## config.mk

```make
export PLATFORM = sky130hd
export DESIGN_NAME = sopc_timer_flat
export DESIGN_NICKNAME = d
export VERILOG_FILES = /design/src/rtl/sopc_timer_pkg.sv /design/src/rtl/sopc_timer_if.sv /design/src/rtl/timer_prescaler.sv /design/src/rtl/sopc_timer.sv /design/src/flat_wrapper.sv
export SDC_FILE = /design/constraint.sdc
export NUM_CORES = 1
export LEC_CHECK = 0
export BUFFER_PORTS_ARGS = -buffer_cell sky130_fd_sc_hd__clkbuf_2
export CAP_MARGIN = 20
export CELL_PAD_IN_SITES_DETAIL_PLACEMENT = 1
export CELL_PAD_IN_SITES_GLOBAL_PLACEMENT = 2
export CORE_MARGIN = 3
export CORE_UTILIZATION = 34
export DETAILED_ROUTE_END_ITERATION = 16
export HOLD_SLACK_MARGIN = 0.08
export PLACE_DENSITY = 0.85
export SLEW_MARGIN = 0
export SYNTH_ARGS = -nofsm -noshare
export SYNTH_HDL_FRONTEND = slang
export SYNTH_SLANG_ARGS = --single-unit
```

## constraint.sdc

```tcl
create_clock -name clk -period 9.27 [get_ports clk]
set_clock_uncertainty 0.15 [all_clocks]
set_input_delay 2.781 -clock clk [delete_from_list [all_inputs] [get_ports clk]]
set_output_delay 2.781 -clock clk [all_outputs]
set_load 0.05 [all_outputs]
```

## src/rtl/sopc_timer_pkg.sv

```systemverilog
// sopc_timer_pkg: register map, bit positions and byte-merge helper shared by the timer files.
package sopc_timer_pkg;
    localparam int RegBus = 32;
    localparam logic [31:0] TimerBaseAddr = 32'h1000_0000;
    typedef enum logic [1:0] {
        TimerCtrlOff  = 2'd0,
        TimerLoadOff  = 2'd1,
        TimerCountOff = 2'd2,
        TimerStatOff  = 2'd3
    } timer_off_e;
    localparam int CtrlEn   = 0;
    localparam int CtrlAr   = 1;
    localparam int CtrlIe   = 2;
    localparam int StatPend = 0;
    function automatic logic [RegBus-1:0] byte_merge(input logic [RegBus-1:0] old_v,
                                                      input logic [RegBus-1:0] new_v,
                                                      input logic [3:0] sel);
        logic [RegBus-1:0] r;
        for (int i = 0; i < 4; i++) r[8*i+:8] = sel[i] ? new_v[8*i+:8] : old_v[8*i+:8];
        return r;
    endfunction
endpackage

```

## src/rtl/sopc_timer_if.sv

```systemverilog
// sopc_timer_if: data-memory bus responder signals plus the timer interrupt line.
interface sopc_timer_if import sopc_timer_pkg::*; ();
    logic              ce;
    logic              we;
    logic [31:0]       addr;
    logic [3:0]        sel;
    logic [RegBus-1:0] data_i;
    logic [RegBus-1:0] data_o;
    logic              int_o;
    modport master (output ce, we, addr, sel, data_i, input data_o, int_o);
    modport slave  (input ce, we, addr, sel, data_i, output data_o, int_o);
endinterface

```

## src/rtl/timer_prescaler.sv

```systemverilog
// timer_prescaler: emits one tick every PRESCALE enabled cycles; phase restarts on enable.
module timer_prescaler #(
    parameter int PRESCALE = 4
) (
    input  logic clk,
    input  logic rst,
    input  logic en,
    input  logic restart,
    output logic tick
);
    localparam int W = PRESCALE > 1 ? $clog2(PRESCALE) : 1;
    localparam logic [W-1:0] Last = W'(PRESCALE - 1);
    logic [W-1:0] pc_q, pc_d;
    always_comb begin
        tick = en && pc_q == Last;
        pc_d = (!en || restart || tick) ? '0 : pc_q + 1'b1;
    end
    always_ff @(posedge clk) begin
        pc_q <= rst ? '0 : pc_d;
    end
endmodule

```

## src/rtl/sopc_timer.sv

```systemverilog
// sopc_timer: memory-mapped down-counter with auto-reload and level interrupt.
module sopc_timer import sopc_timer_pkg::*; #(
    parameter logic [31:0] BASE_ADDR = TimerBaseAddr,
    parameter int          PRESCALE  = 4
) (
    input logic        clk,
    input logic        rst,
    sopc_timer_if.slave bus
);
    logic [2:0]        ctrl_q, ctrl_d;
    logic [RegBus-1:0] load_q, load_d, count_q, count_d;
    logic              pend_q, pend_d;
    logic              hit, wr, tick, run, expire, restart, clr;
    timer_off_e        off;
    logic              unused_addr;
    assign unused_addr = ^bus.addr[1:0];
    timer_prescaler #(.PRESCALE(PRESCALE)) u_prescaler (
        .clk, .rst, .en(ctrl_q[CtrlEn]), .restart, .tick
    );
    always_comb begin
        hit     = bus.ce && bus.addr[31:4] == BASE_ADDR[31:4];
        off     = timer_off_e'(bus.addr[3:2]);
        wr      = hit && bus.we;
        run     = tick && ctrl_q[CtrlEn];
        expire  = run && count_q == 32'd1;
        restart = wr && off == TimerCtrlOff && bus.sel[0] && bus.data_i[CtrlEn] && !ctrl_q[CtrlEn];
        clr     = wr && off == TimerStatOff && bus.sel[0] && bus.data_i[StatPend];
        // bus writes override the one-shot EN auto-clear for the byte they touch
        ctrl_d  = (wr && off == TimerCtrlOff && bus.sel[0]) ? bus.data_i[2:0] :
                  (expire && !ctrl_q[CtrlAr]) ? {ctrl_q[2:1], 1'b0} : ctrl_q;
        load_d  = (wr && off == TimerLoadOff) ? byte_merge(load_q, bus.data_i, bus.sel) : load_q;
        count_d = (wr && off == TimerCountOff) ? byte_merge(count_q, bus.data_i, bus.sel) :
                  !run ? count_q :
                  count_q > 32'd1 ? count_q - 32'd1 :
                  expire ? (ctrl_q[CtrlAr] ? load_q : '0) : count_q;
        pend_d  = expire || (pend_q && !clr);
    end
    always_ff @(posedge clk) begin
        if (rst) begin
            ctrl_q  <= '0;
            load_q  <= '0;
            count_q <= '0;
            pend_q  <= 1'b0;
        end else begin
            ctrl_q  <= ctrl_d;
            load_q  <= load_d;
            count_q <= count_d;
            pend_q  <= pend_d;
        end
    end
    assign bus.data_o = !(hit && !bus.we) ? '0 :
                        off == TimerCtrlOff  ? {29'b0, ctrl_q} :
                        off == TimerLoadOff  ? load_q :
                        off == TimerCountOff ? count_q : {31'b0, pend_q};
    assign bus.int_o  = pend_q && ctrl_q[CtrlIe];
endmodule

```

## src/flat_wrapper.sv

```systemverilog
// flat-port wrapper written by rule: the top's interface ports become plain ports
module sopc_timer_flat import sopc_timer_pkg::*;
#(
    parameter logic [31:0] BASE_ADDR = TimerBaseAddr,
    parameter int          PRESCALE  = 4
)
  (clk, rst, bus_ce, bus_we, bus_addr, bus_sel, bus_data_i, bus_data_o, bus_int_o);
  sopc_timer_if bus_i ();
  input logic clk;
  input logic rst;
  input wire logic [$bits(bus_i.ce)-1:0] bus_ce;
  input wire logic [$bits(bus_i.we)-1:0] bus_we;
  input wire logic [$bits(bus_i.addr)-1:0] bus_addr;
  input wire logic [$bits(bus_i.sel)-1:0] bus_sel;
  input wire logic [$bits(bus_i.data_i)-1:0] bus_data_i;
  output wire logic [$bits(bus_i.data_o)-1:0] bus_data_o;
  output wire logic [$bits(bus_i.int_o)-1:0] bus_int_o;
  assign bus_i.ce = bus_ce;
  assign bus_i.we = bus_we;
  assign bus_i.addr = bus_addr;
  assign bus_i.sel = bus_sel;
  assign bus_i.data_i = bus_data_i;
  assign bus_data_o = bus_i.data_o;
  assign bus_int_o = bus_i.int_o;
  sopc_timer #(.BASE_ADDR(BASE_ADDR), .PRESCALE(PRESCALE)) u_core (.clk(clk), .rst(rst), .bus(bus_i));
endmodule
```

==> results.json <==
{
  "ant_nets": 0,
  "ioPinCount": 105,
  "synth_compound_area_share_pct": 23.94,
  "synth_edf_count": 0,
  "ir_drop_mv": 0.06716,
  "cts_tree": "yes",
  "drtIter0Drc": 219,
  "dp_hpwl_um": 10870,
  "post-route-period-util_pct": 82.64,
  "critPathLaunchType": "input port",
  "ctsResizeCount": 0,
  "core_area_mm2": 0.01293,
  "hold_viol": 0,
  "synth_top_family_by_area": "simple AND/OR/NAND/NOR gates",
  "fp.dieW_um": 122.2,
  "synthToLayoutAreaGrowth_pct": 18.87,
  "grt_pass1_wl_um": 25480,
  "hold_buffers": 0,
  "seq_area_frac_synth_pct": 30.53,
  "finalCriticalPeriod_ps": 7661,
  "antenna-diode-count": 0,
  "yosys_most_used_dff": "dfxtp_1",
  "hold_path.class": "reg2reg",
  "hold_slack_ps": 284.6,
  "muxShareOfSynthArea_pct": 6.161,
  "drv_cap": 0,
  "synth_cell_types": 55,
  "synthCells": 579,
  "nFillCells": 1604,
  "rows": 41,
  "rsz0062_at_grt": "false",
  "grt_pass1_vias": 4728,
  "drc": 0,
  "grtUsageMet2_pct": 36.43,
  "wirelength_um": 15930,
  "numCtsBuffers": 9,
  "status": "complete, no violations",
  "gp_congestion": 0.8219,
  "synth_top_area_share_pct": 30.53,
  "syn-num-nets": 654,
  "syn_avg_cell_area_um2": 7.926,
  "ys_ff_latch": 70,
  "chipHeight_um": 122.2,
  "numPortBuffers": 102,
  "yosys.area_share.simple_pct": 28.22,
  "syn_area_mm2": 0.004589,
  "critPathMaxFanout": 20,
  "drive_gt1_share_pct": 24.81,
  "cp-end-kind": "output pin",
  "avgRoutedWirePerCell_um": 19.22,
  "clock_latency_ps": 350,
  "crit_type": "in2out",
  "seq_area_mm2": 0.001403,
  "grt-busiest-layer": "met2",
  "layout.nets": 727,
  "slew_headroom_pct": 38.88,
  "yosysWarnings": 0,
  "antenna_found_initial": 0,
  "multiInputGateArea_mm2": 0.002967,
  "start_util_pct": 35.50,
  "worst_pin_slew_ps": 914.9,
  "dr.pass1.iters": 4,
  "p_leak_uw": 0.002257,
  "cts.clk_slew.worst_paths_ps": 60,
  "fmax_mhz": 130.5,
  "synthXorXnorAreaFrac_pct": 5.153,
  "track_usage_pct": 21.81,
  "power.density_mw_per_mm2": 123.5,
  "use_met1_pct": 28.69,
  "grt_overflow": 0,
  "finalSetupTns_ps": 0,
  "cts_root_buf": "clkbuf_16",
  "grt_max_degree": 72,
  "synthArstFlopShare_pct": 0,
  "clockBufferDepth": 2,
  "crit_arrival_ps": 4730,
  "post-cts-setup-buffers": 0,
  "use_met3_pct": 3.203,
  "synthTopCellsByArea": "dfxtp_1, nor2_1, mux2i_1",
  "required_ps": 6340,
  "finalSetupViolCount": 0,
  "htree_levels": 3,
  "clkSinkCount": 70,
  "drv_slew": 0,
  "fp.dieArea_mm2": 0.01493,
  "vias_per_cell": 5.732,
  "num_vias": 4752,
  "synthAdderAreaFrac_pct": 0.8179,
  "yosys.area.top_type": "dfxtp_1"
}
## synthesized netlist by cell type (3+ instances only)
master / instances
nand4_1: 7
o211ai_1: 28
and2_1: 4
a31oi_1: 3
or3_1: 4
nor2b_1: 3
mux2i_1: 26
a21oi_2: 8
a22oi_1: 29
a211oi_2: 9
buf_6: 4
nor3_1: 19
clkbuf_1: 35
buf_2: 10
nor4_2: 4
ha_1: 3
o21ai_0: 7
nand3_1: 39
inv_1: 3
dfxtp_1: 70
nand2_1: 46
a21oi_1: 42
nor4bb_1: 3
xnor2_1: 13
xor2_1: 14
nor4_1: 8
nor2_1: 83
or4_1: 5
nand3b_1: 3
a21o_1: 3
a211oi_1: 14
## critical path, cell delays in order
cell and delay, ps:
clkbuf_2 190, nor2b_2 690, buf_4 400, a22oi_1 170, nor2_1 180, clkbuf_2 300
## per-stage QoR
stage | std cells | utilization [%] | setup slack [ps] | cell area, um2 | power (uW)
final | 829 | 42.20 | 1609 | 5455 | 673.8
after global placement | 813 | 40.02 | 1620 | 5174 | 342.7
after detailed placement | 813 | 40.02 | 1623 | 5174 | 343.1
after CTS | 829 | 42.20 | 1606 | 5455 | 681.5
after global routing | 829 | 42.20 | 1462 | 5455 | 695.3
after floorplan | 579 | - | 1648 | 4589 | 319.1
## state kept, by name (all words and copies together), names as in the netlist
signal,cells
u_core.count_q,32
u_core.load_q,32
u_core.ctrl_q,3
u_core.u_prescaler.pc_q,2
u_core.pend_q,1
## kinds of logic after synthesis
group / Yosys count
simple gates: 247
compound gates: 153
xor+xnor: 27
flops: 70
mux: 27
buf+inv: 52
fa+ha+maj: 3
## layout make-up
cell class              instances  share of cell area (%)
clock buffers                  16                   5.161
inverters                       3                  0.2064
multi-input cells             457                   54.38
flip-flops and latches         70                   25.71
well taps                     172                   3.945
repair buffers                111                   10.60
## power breakdown
part           switching, uW  internal (uW)  leakage [uW]
registers       0.0000000696            301      0.000564
clock network            133            204      0.000137
logic                   22.5           13.1       0.00156
## cells in the final DEF, fill, tap and decap left out, types with 19 or more instances in the layout
master and count:
a21oi_1 42, a22oi_1 29, clkbuf_2 102, dfxtp_1 69, mux2i_1 26, nand2_1 46
nand3_1 39, nor2_1 83, nor3_1 19, o211ai_1 28
## worst paths after layout
kind                                            startpoint  depth (start not counted)  slack (ps)                    endpoint
worst max-delay path                           bus_addr[3]                          6        1610              bus_data_o[20]
worst min register to register  u_core.u_prescaler.pc_q[0]                          1         280  u_core.u_prescaler.pc_q[0]
worst min-delay path            u_core.u_prescaler.pc_q[0]                          1         280  u_core.u_prescaler.pc_q[0]
worst max register to register           u_core.count_q[0]                          9        6060          u_core.count_q[15]
## routing by layer
layer | wire [um] | up-vias
met1 | 7214 | 2327
met5 | 0 | -
li1 | - | 2279
met2 | 7574 | 124
met3 | 855 | 22
met4 | 288 | 0
No activity file was read; power rests on OpenSTA's default activity.
